`config.mk`:
```
export PLATFORM = sky130hd
export DESIGN_NAME = memread_unit
export DESIGN_NICKNAME = d
export VERILOG_FILES = /design/src/rtl/memread_unit_pkg.sv /design/src/rtl/memread_unit_load_extend.sv /design/src/rtl/memread_unit.sv
export SDC_FILE = /design/constraint.sdc
export NUM_CORES = 1
export LEC_CHECK = 0
export ABC_AREA = 1
export BUFFER_PORTS_ARGS = -buffer_cell sky130_fd_sc_hd__buf_2
export CORE_MARGIN = 2
export CORE_UTILIZATION = 51
export CTS_CLUSTER_DIAMETER = 50
export CTS_CLUSTER_SIZE = 20
export DETAILED_ROUTE_END_ITERATION = 10
export PLACE_DENSITY = 0.91
export SLEW_MARGIN = 20
export SYNTH_ARGS = -nofsm -noshare
export SYNTH_HDL_FRONTEND = slang
export SYNTH_SLANG_ARGS = --single-unit
```
`constraint.sdc`:
```
create_clock -name clk -period 5.7 [get_ports clk]
set_clock_uncertainty 0.15 [all_clocks]
set_input_delay 0.855 -clock clk [delete_from_list [all_inputs] [get_ports clk]]
set_output_delay 0.855 -clock clk [all_outputs]
set_load 0.03 [all_outputs]
```
`src/rtl/memread_unit_pkg.sv`:
```
// memread_unit_pkg: load encodings, bus size codes, FSM states and decode helpers
package memread_unit_pkg;
   localparam logic [2:0] LD_OFF   = 3'b000;
   localparam logic [2:0] LD_WORD  = 3'b001;
   localparam logic [2:0] LD_HALF  = 3'b010;
   localparam logic [2:0] LD_HALFU = 3'b011;
   localparam logic [2:0] LD_BYTE  = 3'b100;
   localparam logic [2:0] LD_BYTEU = 3'b101;
   localparam logic [1:0] SZ_BYTE  = 2'd0;
   localparam logic [1:0] SZ_HALF  = 2'd1;
   localparam logic [1:0] SZ_WORD  = 2'd2;
   typedef enum logic [2:0] {S_IDLE, S_ADDR, S_DATA, S_DONE, S_DROP} state_t;
   function automatic logic is_load(input logic [2:0] t);
      return t != LD_OFF && t <= LD_BYTEU;
   endfunction
   function automatic logic misaligned(input logic [2:0] t, input logic [1:0] a);
      return (t == LD_WORD && a != 2'b00) || ((t == LD_HALF || t == LD_HALFU) && a[0]);
   endfunction
   function automatic logic [1:0] size_of(input logic [2:0] t);
      return t == LD_WORD ? SZ_WORD : (t == LD_HALF || t == LD_HALFU) ? SZ_HALF : SZ_BYTE;
   endfunction
endpackage

```
`src/rtl/memread_unit_load_extend.sv`:
```
// load_extend: picks the addressed byte/half of the returned word and extends it
module load_extend
   import memread_unit_pkg::*;
#(
   parameter int WIDTH = 32
) (
   input  logic [2:0]       ltype_i,
   input  logic [1:0]       off_i,
   input  logic [WIDTH-1:0] rdata_i,
   output logic [WIDTH-1:0] result_o
);
   logic [15:0] h;
   always_comb begin
      h = 16'(rdata_i >> {off_i, 3'b000});
      result_o = ltype_i == LD_BYTE  ? {{(WIDTH-8){h[7]}}, h[7:0]} :
                 ltype_i == LD_BYTEU ? {{(WIDTH-8){1'b0}}, h[7:0]} :
                 ltype_i == LD_HALF  ? {{(WIDTH-16){h[15]}}, h} :
                 ltype_i == LD_HALFU ? {{(WIDTH-16){1'b0}}, h} : rdata_i;
   end
endmodule

```
`src/rtl/memread_unit.sv`:
```
// memread_unit: MEM-stage load engine; one sram-like read per load, stalls until data returns
module memread_unit
   import memread_unit_pkg::*;
#(
   parameter int WIDTH = 32
) (
   input  logic             clk,
   input  logic             rst,
   input  logic [2:0]       load_type,
   input  logic [WIDTH-1:0] addr,
   input  logic             pipe_stall,
   input  logic             flush,
   output logic             data_req,
   output logic             data_wr,
   output logic [1:0]       data_size,
   output logic [WIDTH-1:0] data_addr,
   input  logic             data_addr_ok,
   input  logic             data_data_ok,
   input  logic [WIDTH-1:0] data_rdata,
   output logic [WIDTH-1:0] load_result,
   output logic             load_done,
   output logic             stall_req,
   output logic             adel,
   output logic [WIDTH-1:0] badvaddr
);
   state_t           state_q, state_d;
   logic [WIDTH-1:0] addr_q, addr_d, result_q, result_d, ext;
   logic [1:0]       size_q, size_d;
   logic [2:0]       type_q, type_d;
   logic             bad_addr, start;

   load_extend #(.WIDTH(WIDTH)) u_ext (
      .ltype_i (type_q),
      .off_i   (addr_q[1:0]),
      .rdata_i (data_rdata),
      .result_o(ext)
   );

   assign bad_addr    = is_load(load_type) && misaligned(load_type, addr[1:0]);
   assign start       = is_load(load_type) && !bad_addr && !flush;
   assign data_wr     = 1'b0;
   assign data_size   = size_q;
   assign data_addr   = addr_q;
   assign load_result = result_q;

   always_comb begin
      state_d   = state_q;
      addr_d    = addr_q;
      size_d    = size_q;
      type_d    = type_q;
      result_d  = result_q;
      data_req  = 1'b0;
      load_done = 1'b0;
      stall_req = 1'b0;
      adel      = 1'b0;
      badvaddr  = '0;
      unique case (state_q)
         S_IDLE: begin
            adel     = bad_addr;
            badvaddr = bad_addr ? addr : '0;
            if (start) begin
               state_d   = S_ADDR;
               addr_d    = addr;
               size_d    = size_of(load_type);
               type_d    = load_type;
               stall_req = 1'b1;
            end
         end
         S_ADDR: begin
            data_req  = 1'b1;
            stall_req = 1'b1;
            if (data_addr_ok && data_data_ok) begin
               state_d  = S_DONE;
               result_d = ext;
            end else if (data_addr_ok) state_d = flush ? S_DROP : S_DATA;
            else if (flush) state_d = S_IDLE;
         end
         S_DATA: begin
            stall_req = 1'b1;
            if (data_data_ok) begin
               state_d  = S_DONE;
               result_d = ext;
            end else if (flush) state_d = S_DROP;
         end
         // an accepted request always returns data; swallow it so it cannot complete a later load
         S_DROP: begin
            stall_req = 1'b1;
            if (data_data_ok) state_d = S_IDLE;
         end
         S_DONE: begin
            load_done = 1'b1;
            if (!pipe_stall || flush) state_d = S_IDLE;
         end
         default: state_d = S_IDLE;
      endcase
   end

   always_ff @(posedge clk or posedge rst) begin
      if (rst) begin
         state_q  <= S_IDLE;
         addr_q   <= '0;
         size_q   <= '0;
         type_q   <= '0;
         result_q <= '0;
      end else begin
         state_q  <= state_d;
         addr_q   <= addr_d;
         size_q   <= size_d;
         type_q   <= type_d;
         result_q <= result_d;
      end
   end
endmodule

```
# After elaboration in Yosys (flattened, before gate mapping)
# Cells that the tools add are included.
[totals] elab_cells=72 regBits=72 out_inout_bits=103 in_bits=73
[op_classes] eq_ne=18 order_cmp=1 mux=26 n_shift=1 reduce_logical=21
[ops] op="two-way mux 32 bit" count=8
[ops] op="case mux 32 bit (2 select lines)" count=1
[ops] op=">> shifter 32 x 5 -> 16 bit" count=1
[ops] op="two-way mux 3 bit" count=9
[ops] op="== test 3 x 2 -> 1 bit, second input constant" count=6
[ops] op="case mux 3 bit (5 select lines)" count=1
[ops] op="inequality test 2 bit, second input constant" count=5
[ops] op="== test 3 bit, second input constant" count=3
[ops] op="logical AND 1 bit" count=7
[ops] op="== test 3 x 1 -> 1 bit, second input constant" count=2
[ops] op="two-way mux 1 bit" count=5
[ops] op="AND reduction 5 bit" count=1
[ops] op="inequality test 4 bit, second input constant" count=1
[ops] op="nonzero test 2 bit" count=2
[ops] op="<= comparator 3 bit, second input constant" count=1
[ops] op="logical NOT 1 bit" count=3
[ops] op="logical NOT 3 bit" count=1
[ops] op="logical OR 1 bit" count=3
[ops] op="inequality test 3 bit, second input constant" count=1
[ops] op="AND reduction 3 bit" count=1
[ops] op="nonzero test 3 bit" count=1
[ops] op="OR reduction 3 bit" count=1
[ops] op="two-way mux 2 bit" count=1
[ops] op="case mux 1 bit (2 select lines)" count=1
[ops] op="AND reduction 2 bit" count=1

# Longest topological paths before layout
# Gate-level depths: netlist (run 1).
[logic_depth] depth_word=10 ltp_mapped=11 ltp_nobuf=9

# By module
# A second synthesis (run 1) with hierarchy kept.
[hier_totals] hier_cells=596 hier_area_um2=4240.3
[by_module_without_submodules] module="memread_unit" cells_per_inst=384 n_inst=1 area_each_um2=3291.9 seq_area_each_um2=1801.7
[by_module_without_submodules] module="load_extend" cells_per_inst=212 n_inst=1 area_each_um2=948.4 seq_area_each_um2=0.0

# Least setup slack after synthesis (run 1)
# No wires, ideal clock.
[synth_path] path_kind="input port to output port" startpoint="input port load_type[2]" endpoint="output port badvaddr[10]" stages=8 slack_ns=2.332 t_required_ns=4.695 arrival_time_ns=2.363 n_path_buf=1 cell_sequence="inv_1 -> nand3_1 -> nand2_1 -> nand2_2 -> nor2_1 -> inv_1 -> buf_2 -> nor2_1"
[synth_between] elab_chain_len=7 word_cells_on_any_way=13 classes_between="order compare (1); eq/ne (3); mux (2); reduce/logical (7)"
[synth_lines] element="from (decl)" line_no="memread_unit.sv:9" rtl="input logic [2:0] load_type,"
[synth_lines] element="parallel branches: the longest is 4 deep, another holds <= comparator 3 bit"
[synth_lines] element="logical AND 1 bit *" line_no="memread_unit.sv:39" rtl="assign bad_addr = is_load(load_type) && misaligned(load_type, addr[1:0]);"
[synth_lines] element="two-way mux 32 bit *" line_no="memread_unit.sv:60" rtl="badvaddr = bad_addr ? addr : '0;"
[synth_lines] element="two-way mux 32 bit *" line_no="memread_unit.sv:57" rtl="unique case (state_q)"
[synth_lines] element="to (decl)" line_no="memread_unit.sv:24" rtl="output logic [WIDTH-1:0] badvaddr"
# Mark *: on every way between the ends.

# Worst setup path in the final report (run 1)
[layout_path] startpoint="input port load_type[1]" endpoint="output port badvaddr[13]"
# Same word-level chain as after synthesis.

==> results of run 1 <==
==> power by group through the flow <==
stage | clock (uW) | combinational [uW] | sequential, uW
detailed placement | 0 | 1670 | 926
CTS | 426 | 1670 | 920
global placement | 0 | 1620 | 915
finish | 422 | 1670 | 926
floorplan | 0 | 820 | 1350
global route | 449 | 1820 | 953
==> metrics by stage <==
| stage | std cells | util |
|---|---|---|
| 5_1_grt | 766 | 0.667 |
| 3_3_place_gp | 750 | 0.639 |
| 3_5_place_dp | 750 | 0.639 |
| 2_1_floorplan | 499 | - |
| 4_1_cts | 766 | 0.667 |
| 6_report | 766 | 0.667 |
==> worst max-delay path, stage by stage <==
cell and delay [ps]:
sky130_fd_sc_hd__buf_2 120, sky130_fd_sc_hd__inv_1 60, sky130_fd_sc_hd__nand3_2 70, sky130_fd_sc_hd__nand2_1 90, sky130_fd_sc_hd__nand2_2 80, sky130_fd_sc_hd__nor2_1 50, sky130_fd_sc_hd__inv_1 650, sky130_fd_sc_hd__nor2_1 100
sky130_fd_sc_hd__buf_2 210
==> registers in the layout (all words and copies together) (netlist names) <==
register,count
data_addr,32
data_size,2
load_result,32
state_q,3
type_q,3
==> area by class of cell <==
cell class | count | area, sq um
Tap cell | 99 | 124
Sequential cell | 72 | 1800
Multi-Input combinational cell | 338 | 1550
Clock buffer | 12 | 155
Inverter | 65 | 244
Timing Repair Buffer | 176 | 886
Fill cell | 647 | 2400
Clock inverter | 4 | 51.3
==> final timing paths <==
kind	cells after the start	slack, ps	to	from
setup / recovery	9	2410	badvaddr[13]	load_type[1]
hold / removal	2	330	data_size[0]	data_size[0]
setup reg to reg	8	3070	load_result[29]	state_q[1]
hold reg to reg	2	330	data_size[0]	data_size[0]
max in group asynchronous	3	4220	data_addr[27]	rst
min in group asynchronous	3	620	load_result[13]	rst
==> layer usage <==
metal  up-vias  part of all wire  global-route usage
met2       188              0.50               0.472
met4         0             0.030               0.115
met3        30             0.080              0.0536
met5         -                 0                   0
met1      1749              0.40               0.319
li1       1909                 -                   -
==> cells in the final DEF (no fill, tap or decap), drive strengths merged <==
cell type,count
nand4,3
buf,176
clkbuf,12
o31ai,1
conb,1
inv,66
clkinvlp,1
bufinv,1
clkinv,1
o21a,1
or2,4
dfrtp,72
nand3,20
o21ai,69
o211ai,1
a21oi,58
nand2,94
nor2,86
==> kinds of logic after synthesis <==
| kind of cell | synth area share |
|---|---|
| AO/OA/AOI/OAI | 0.180 |
| buffers and inverters | 0.110 |
| flip-flops | 0.478 |
| other | 0.000994 |
| AND/OR/NAND/NOR | 0.230 |
==> cell usage after synthesis <==
cell / n
sky130_fd_sc_hd__dfrtp_1: 72
sky130_fd_sc_hd__nand3_1: 18
sky130_fd_sc_hd__a21oi_1: 57
sky130_fd_sc_hd__buf_2: 12
sky130_fd_sc_hd__o21a_1: 1
sky130_fd_sc_hd__o21ai_1: 37
sky130_fd_sc_hd__buf_6: 7
sky130_fd_sc_hd__conb_1: 1
sky130_fd_sc_hd__or2_2: 4
sky130_fd_sc_hd__o211ai_1: 1
sky130_fd_sc_hd__o21ai_0: 27
sky130_fd_sc_hd__inv_1: 58
sky130_fd_sc_hd__o21ai_2: 5
sky130_fd_sc_hd__inv_2: 7
sky130_fd_sc_hd__o31ai_1: 1
sky130_fd_sc_hd__buf_4: 4
sky130_fd_sc_hd__nor2_8: 1
sky130_fd_sc_hd__nand4_1: 3
sky130_fd_sc_hd__clkbuf_1: 1
sky130_fd_sc_hd__nand2_1: 91
sky130_fd_sc_hd__nor2_4: 1
sky130_fd_sc_hd__a21oi_2: 1
sky130_fd_sc_hd__nor2_2: 3
sky130_fd_sc_hd__nor2_1: 81
sky130_fd_sc_hd__nand2_2: 3
sky130_fd_sc_hd__nand3_2: 2
==> flow_summary.yaml, run 1 <==
status:
  status: "complete, no violations"
sta:
  fin_setup_tns_ps: 0
  final-hold-violation-count: 0
  setup_violations: 0
  slew_viol_final: 0
  max-slew-margin-rel: 0.356
  final.setup.worst_slack_ps: 2410
  fin_crit_sh: 0.578
  final.min_clock_period_ps: 3290
  max_clk_rate_mhz: 304
  grt_setup_unrepaired: "no"
  worst_slew_pin_slew_ps: 965
  finalHoldWorstSlack_ps: 326
placement:
  io_buffers: 174
  gp_routability_congestion: 0.886
  post_dp_hpwl_um: 7930
  instance_area_at_placement_sq_mm: 0.00461
  place_ws_ps: 2430
grt:
  grt_pass1_vias: 3798
  largest_net_degree_at_the_start_of_global_routing: 73
  grt_resource_usage_total: 0.268
  grt_pass1_wl_um: 17600
  antenna_violations_before_repair: 0
  global_route.overflow_total: 0
yosys:
  synthDistinctLibCells: 26
  ys_ff_latch: 72
  synth.cell_area_sq_mm: 0.00377
  synth_largest_area_cell: "sky130_fd_sc_hd__dfrtp_1"
  syn_nets: 572
  netlist_instances: 499
  ys_warn_count: 0
  synth.avg_cell_area_sq_um: 7.56
  yosysTopAreaCellShare: 0.478
  synthTopCellsByArea: "sky130_fd_sc_hd__dfrtp_1 (48%), sky130_fd_sc_hd__nand2_1 (9.1%), sky130_fd_sc_hd__nor2_1 (8.1%)"
  synth_seq_area_share: 0.478
setup_path:
  worst_setup_path_end_kind: "primary output"
  worst-setup-path-type: "in2out"
  critPathLaunchType: "primary input"
  critical_path_peak_fanout: 32
  timing.critical_path.required_ps: 4700
  arrival_ps: 2290
clock_tree:
  cts_tree: "built"
  cts_setup_buffers: 0
  clock_root_buffer: "sky130_fd_sc_hd__clkbuf_8"
  cts.reportedPaths.clkPinSlew_ps: 80
  cts_resized: 0
  cts_max_path_buffers: 2
  clock_insertion_delay_at_the_later_pin_of_the_skew_report_ps: 350
  h-tree-depth: 3
  numCtsBuffers: 9
  numClockSinks: 72
  cts-hold-fix-buffers: 0
pwr:
  netSwitchingPower_uw: 1560
  share_seq_of_total_power: 0.307
  pwr-share-clk: 0.140
  switching_share: 0.519
  total_power_uw: 3010
  max-vdd-ir-drop_v: 0.000285
  cellInternalPower_uw: 1450
  power_per_cell_area_mw_per_mm2: 626
  leakagePower_uw: 0.00275
  power.share.combinational: 0.553
routing:
  antenna_violating_nets_post_route: 0
  post_drt_via_cell_ratio: 5.06
  detail_route.iter0.violations: 197
  first_pass_iters: 5
  detail_route.wirelength_um: 10700
  avgRoutedWirePerCell_um: 14.0
  detail_route.drc_violations: 0
  routed-via-count: 3876
job:
  max_cap_violations: 0
floorplan:
  die-width_um: 90.0
  initial_core_util: 0.523
  boundaryPins: 176
  core_area_sq_mm: 0.00721
  standard_cell_row_count: 31
  fp.dieArea_sq_mm: 0.00810
  die-height_um: 90.0
layout:
  fin_area_sq_mm: 0.00481
  insertedDiodeCount: 0
  design.final.nets: 735
  area.growth.synth_to_final_pct: 27.7
  ratio_of_cells_with_drive_above_1_in_the_final_layout: 0.328
hold_path:
  hp-class: "reg2reg"
Power figures use the tool's default switching activity.
==> run 2, diff against run 1 <==
Settings changed: CORE_UTILIZATION 51 to 42, PLACE_DENSITY 0.91 to 0.81.
Clock period 5.7 ns to 2.88 ns, I/O delays scaled along.
==> flow_summary.yaml, run 2 (synthesized netlist as in run 1, its figures left out) <==
status:
  status: "complete, no violations"
pwr:
  power.share.combinational: 0.551
  power_per_cell_area_mw_per_mm2: 1240
  switching_share: 0.514
  netSwitchingPower_uw: 3110
  cellInternalPower_uw: 2940
  share_seq_of_total_power: 0.302
  pwr-share-clk: 0.148
  max-vdd-ir-drop_v: 0.000528
  leakagePower_uw: 0.00277
routing:
  post_drt_via_cell_ratio: 5.01
  routed-via-count: 3896
  avgRoutedWirePerCell_um: 13.7
  antenna_violating_nets_post_route: 0
  detail_route.wirelength_um: 10600
  detail_route.iter0.violations: 194
  detail_route.drc_violations: 0
  first_pass_iters: 5
layout:
  insertedDiodeCount: 0
  layout_commonest_cell: "sky130_fd_sc_hd__buf_2"
  area.growth.synth_to_final_pct: 29.6
  ratio_of_cells_with_drive_above_1_in_the_final_layout: 0.331
  most-common-layout-cells: "sky130_fd_sc_hd__buf_2 (174), sky130_fd_sc_hd__nand2_1 (91), sky130_fd_sc_hd__nor2_1 (81), sky130_fd_sc_hd__dfrtp_1 (72)"
  design.final.nets: 738
clock_tree:
  cts_resized: 0
  numCtsBuffers: 9
  clock_insertion_delay_at_the_later_pin_of_the_skew_report_ps: 340
  cts-hold-fix-buffers: 0
  cts_setup_buffers: 0
  h-tree-depth: 3
  cts_tree: "built"
  cts.reportedPaths.clkPinSlew_ps: 70
  cts_max_path_buffers: 2
  numClockSinks: 72
  clock_root_buffer: "sky130_fd_sc_hd__clkbuf_8"
setup_path:
  worstReg2RegStart: "data_addr[0]"
  critPathLaunchType: "flop"
  cell_family_contributing_the_most_delay_on_the_critical_path: "simple AND/OR/NAND/NOR gates"
  r2r-end: "load_result[19]"
  worst_path_max_delay_cell: "sky130_fd_sc_hd__dfrtp_1"
  cp_num_buf_inv: 3
  reg2regPathDepth: 7
  worst-setup-path-type: "reg2out"
  path_common_cell: "sky130_fd_sc_hd__nor2_1"
  critical_path_peak_fanout: 32
  worst_setup_path_end_kind: "primary output"
  timing.critical_path.required_ps: 2300
  rrSetupSlack_ps: 770
  worstPathCellList: "nor2_2, nand2_2, nor2_1, inv_1, buf_4, nor2_1, buf_2"
  cpPeakStageDelay_ps: 460
  arrival_ps: 1920
floorplan:
  standard_cell_row_count: 34
  initial_core_util: 0.432
  boundaryPins: 176
  die-height_um: 98.8
  core_area_sq_mm: 0.00872
  fp.dieArea_sq_mm: 0.00975
  die-width_um: 98.8
grt:
  grt_pass1_vias: 3699
  antenna_violations_before_repair: 0
  grt_resource_usage_total: 0.217
  global_route.overflow_total: 0
  grt_pass1_wl_um: 17300
  largest_net_degree_at_the_start_of_global_routing: 59
sta:
  worst_slew_pin_slew_ps: 704
  max-slew-margin-rel: 0.530
  max_clk_rate_mhz: 400
  grt_setup_unrepaired: "no"
  setup_violations: 0
  final.min_clock_period_ps: 2500
  fin_crit_sh: 0.868
  final-hold-violation-count: 0
  slew_viol_final: 0
  final.setup.worst_slack_ps: 381
  fin_setup_tns_ps: 0
placement:
  post_dp_hpwl_um: 7920
  gp_routability_congestion: 0.939
  place_ws_ps: 679
  io_buffers: 174
job:
  max_cap_violations: 0
hold_path:
  hp-class: "in2async"
## run 2: power groups by stage
stage | logic (uW) | registers [uW] | clock network [uW]
final | 3330 | 1830 | 893
after global routing | 3630 | 1890 | 966
after CTS | 3340 | 1820 | 928
after detailed placement | 3330 | 1830 | 0
after global placement | 3260 | 1820 | 0
after floorplan | 1620 | 2660 | 0
## run 2: layout make-up
class / instances / area, sq um
Tap cell: 108 / 135
Fill cell: 801 / 3830
Clock inverter: 6 / 92.6
Clock buffer: 10 / 128
Multi-Input combinational cell: 338 / 1550
Timing Repair Buffer: 179 / 933
Inverter: 65 / 244
Sequential cell: 72 / 1800
## run 2: layer usage
metal  vias to the layer above  GRT usage  wire length, um
met4                         0     0.0611              145
met2                       203      0.360             5000
met3                        12     0.0539              993
li1                       1922          -                -
met5                         -          0                0
met1                      1759      0.285             4500
## run 2: stage by stage
| stage | instances | area (sq um) | hold WS, ps | utilization | total power [uW] |
|---|---|---|---|---|---|
| 2_1_floorplan | 499 | 3770 | 337 | - | 4290 |
| 3_3_place_gp | 762 | 4670 | 305 | 0.535 | 5080 |
| 3_5_place_dp | 762 | 4670 | 311 | 0.535 | 5170 |
| 4_1_cts | 778 | 4890 | 67.7 | 0.560 | 6090 |
| 5_1_grt | 778 | 4890 | 111 | 0.560 | 6480 |
| 6_report | 778 | 4890 | 54.9 | 0.560 | 6050 |
## run 2: worst register-to-register path: cells and delay by family (launching register included)
| family | cells | cell delay (ps) |
|---|---|---|
| AO/OA/AOI/OAI | 2 | 270 |
| buffers and inverters | 2 | 440 |
| flip-flops | 1 | 710 |
| AND/OR/NAND/NOR | 3 | 430 |
## run 2: worst max path at each step
| stage | from | endpoint | slack (ps) | depth (start not counted) |
|---|---|---|---|---|
| after CTS | state_q[1] | badvaddr[1] | 360 | 7 |
| after global routing | state_q[1] | badvaddr[0] | 180 | 7 |
| after floorplan | state_q[1] | badvaddr[10] | 340 | 6 |
| final | state_q[1] | badvaddr[18] | 380 | 7 |
| after global placement | load_type[2] | badvaddr[11] | 760 | 10 |
| after detailed placement | load_type[2] | badvaddr[1] | 680 | 10 |
==> run 3, diff against run 2 <==
Settings changed: CORE_UTILIZATION 42 to 44, PLACE_DENSITY 0.81 to 0.82, SYNTH_HIERARCHICAL from default to 1.
==> flow_summary.yaml, run 3 <==
setup_path:
  worst_setup_path_end_kind: "primary output"
  cpPeakStageDelay_ps: 460
  path_common_cell: "sky130_fd_sc_hd__nor2_1"
  worst-setup-path-type: "reg2out"
  worstPathCellList: "nor2_2, nand2_2, nor2_1, inv_2, nor2_1, buf_2"
  critPathLaunchType: "flop"
  worst_path_max_delay_cell: "sky130_fd_sc_hd__dfrtp_1"
  timing.critical_path.required_ps: 2300
  critical_path_peak_fanout: 32
  arrival_ps: 1910
yosys:
  ys_dominant_reg_cell: "sky130_fd_sc_hd__dfrtp_1"
  synthDistinctLibCells: 24
  synth.cell_area_sq_mm: 0.00424
  netlist_instances: 596
  synth_seq_area_share: 0.425
  synth.top_cells.by_count: "sky130_fd_sc_hd__nand2_1 (244), sky130_fd_sc_hd__dfrtp_1 (72), sky130_fd_sc_hd__inv_1 (62)"
  yosys.cell_count.top_type: "sky130_fd_sc_hd__nand2_1"
  ys_ff_latch: 72
  synth-edff-count: 0
  syn_nets: 669
  synth_largest_area_cell: "sky130_fd_sc_hd__dfrtp_1"
  ys_warn_count: 6
  yosysTopAreaCellShare: 0.425
  synthTopCellsByArea: "sky130_fd_sc_hd__dfrtp_1 (42%), sky130_fd_sc_hd__nand2_1 (22%), sky130_fd_sc_hd__o21ai_2 (6.6%)"
  synth_async_sr_flop_share: 1.00
  synth.avg_cell_area_sq_um: 7.11
sta:
  setup_violations: 0
  final.setup.worst_slack_ps: 389
  max_clk_rate_mhz: 401
  final-hold-violation-count: 0
  fin_setup_tns_ps: 0
  final.min_clock_period_ps: 2490
  worst_slew_pin_slew_ps: 626
  fin_crit_sh: 0.865
  grt_setup_unrepaired: "no"
  slew_viol_final: 0
  finalHoldWorstSlack_ps: 13.0
  max-slew-margin-rel: 0.583
routing:
  antenna_violating_nets_post_route: 0
  first_pass_iters: 4
  detail_route.wirelength_um: 10400
  post_drt_via_cell_ratio: 4.71
  avgRoutedWirePerCell_um: 11.7
  detail_route.drc_violations: 0
  detail_route.iter0.violations: 208
  routed-via-count: 4191
clock_tree:
  cts_setup_buffers: 0
  clock_root_buffer: "sky130_fd_sc_hd__clkbuf_8"
  cts_max_path_buffers: 2
  cts_resized: 0
  cts_tree: "built"
  cts.reportedPaths.clkPinSlew_ps: 80
  numClockSinks: 72
  h-tree-depth: 3
  cts-hold-fix-buffers: 0
  numCtsBuffers: 9
  clock_insertion_delay_at_the_later_pin_of_the_skew_report_ps: 340
floorplan:
  standard_cell_row_count: 35
  core_area_sq_mm: 0.00928
  initial_core_util: 0.457
  boundaryPins: 176
  fp.dieArea_sq_mm: 0.0104
  die-height_um: 102
  die-width_um: 102
layout:
  insertedDiodeCount: 0
  postLayoutCoreUtil: 0.576
  ratio_of_cells_with_drive_above_1_in_the_final_layout: 0.330
  design.final.nets: 828
  most-common-layout-cells: "sky130_fd_sc_hd__nand2_1 (244), sky130_fd_sc_hd__buf_2 (174), sky130_fd_sc_hd__dfrtp_1 (72), sky130_fd_sc_hd__inv_1 (61), sky130_fd_sc_hd__nor2_1 (45)"
  regArea_sq_mm: 0.00180
  nFillCells: 939
  layout_commonest_cell: "sky130_fd_sc_hd__nand2_1"
  area.growth.synth_to_final_pct: 26.2
  area_of_combinational_cells_with_multiple_inputs_sq_mm: 0.00193
grt:
  grt_pass1_wl_um: 16500
  grt-busiest-layer: "met2"
  grt.met3_usage: 0.0383
  largest_net_degree_at_the_start_of_global_routing: 73
  globalRouteMet1Util: 0.265
  antenna_violations_before_repair: 0
  global_route.usage.met2: 0.323
  grt_pass1_vias: 3648
  grt_resource_usage_total: 0.199
  global_route.overflow_total: 0
job:
  max_cap_violations: 0
hold_path:
  hp-class: "in2async"
status:
  status: "complete, no violations"
placement:
  gp_routability_congestion: 0.912
  place_ws_ps: 663
  io_buffers: 174
  post_dp_hpwl_um: 7770
pwr:
  power_per_cell_area_mw_per_mm2: 1150
  max-vdd-ir-drop_v: 0.000485
  leakagePower_uw: 0.00332
[run 3: cell count changes in the layout (fill, tap and decap cells not counted), sizes merged, moves of 2 or more]
cell / delta
nand2: +156
a21oi: -57
nor2: -35
nand3: +24
inv: +7
or2: -4
buf: -2
bufinv: +2
clkinvlp: -2
[run 3: worst max-delay path: cells and delay by family, from the launching register on]
| kind | cells | cell delay (ps) |
|---|---|---|
| flip-flops | 1 | 460 |
| AND/OR/NAND/NOR | 4 | 660 |
| buffers and inverters | 2 | 430 |
[run 3: power by group]
group | leakage, uW | internal [uW] | switching [uW]
sequential | 0.000910 | 1460 | 310
clock | 0.000134 | 666 | 392
combinational | 0.00227 | 970 | 2380
total | 0.00332 | 3100 | 3080
[run 3: layout make-up]
| cell class | instances | share of cell area |
|---|---|---|
| Clock buffer | 9 | 0.0231 |
| Inverter | 72 | 0.0514 |
| Timing Repair Buffer | 177 | 0.172 |
| Sequential cell | 72 | 0.337 |
| Tap cell | 129 | 0.0302 |
| Clock inverter | 7 | 0.0267 |
| Multi-Input combinational cell | 423 | 0.360 |
[run 3: kinds of logic after synthesis]
family,share of synthesized area
compound gates,0.115
other cells,0.000884
simple gates,0.339
flops,0.425
buf+inv,0.120
[run 3: path summary, 6_finish.rpt]
kind | start | to | slack (ps) | depth (start not counted)
max in group asynchronous | rst | data_addr[1] | 2270 | 3
min reg2reg | load_result[19] | load_result[19] | 320 | 2
min | rst | data_addr[13] | 10 | 3
max reg2reg | data_addr[0] | load_result[15] | 680 | 9
max | state_q[1] | badvaddr[24] | 390 | 6
min in group clk | load_type[0] | type_q[0] | 200 | 3
[run 3: stage by stage]
step                      area [sq um]  instances  total power, uW
after floorplan                   4240        596             4360
after global placement            5080        873             5080
final                             5350        889             6170
after CTS                         5350        889             6220
after detailed placement          5080        873             5140
after global routing              5350        889             6660
[run 3: routing by layer]
layer	routed length, um	share of wire
met3	688	0.066
met1	4570	0.44
met2	4990	0.48
met4	193	0.018
met5	0	0
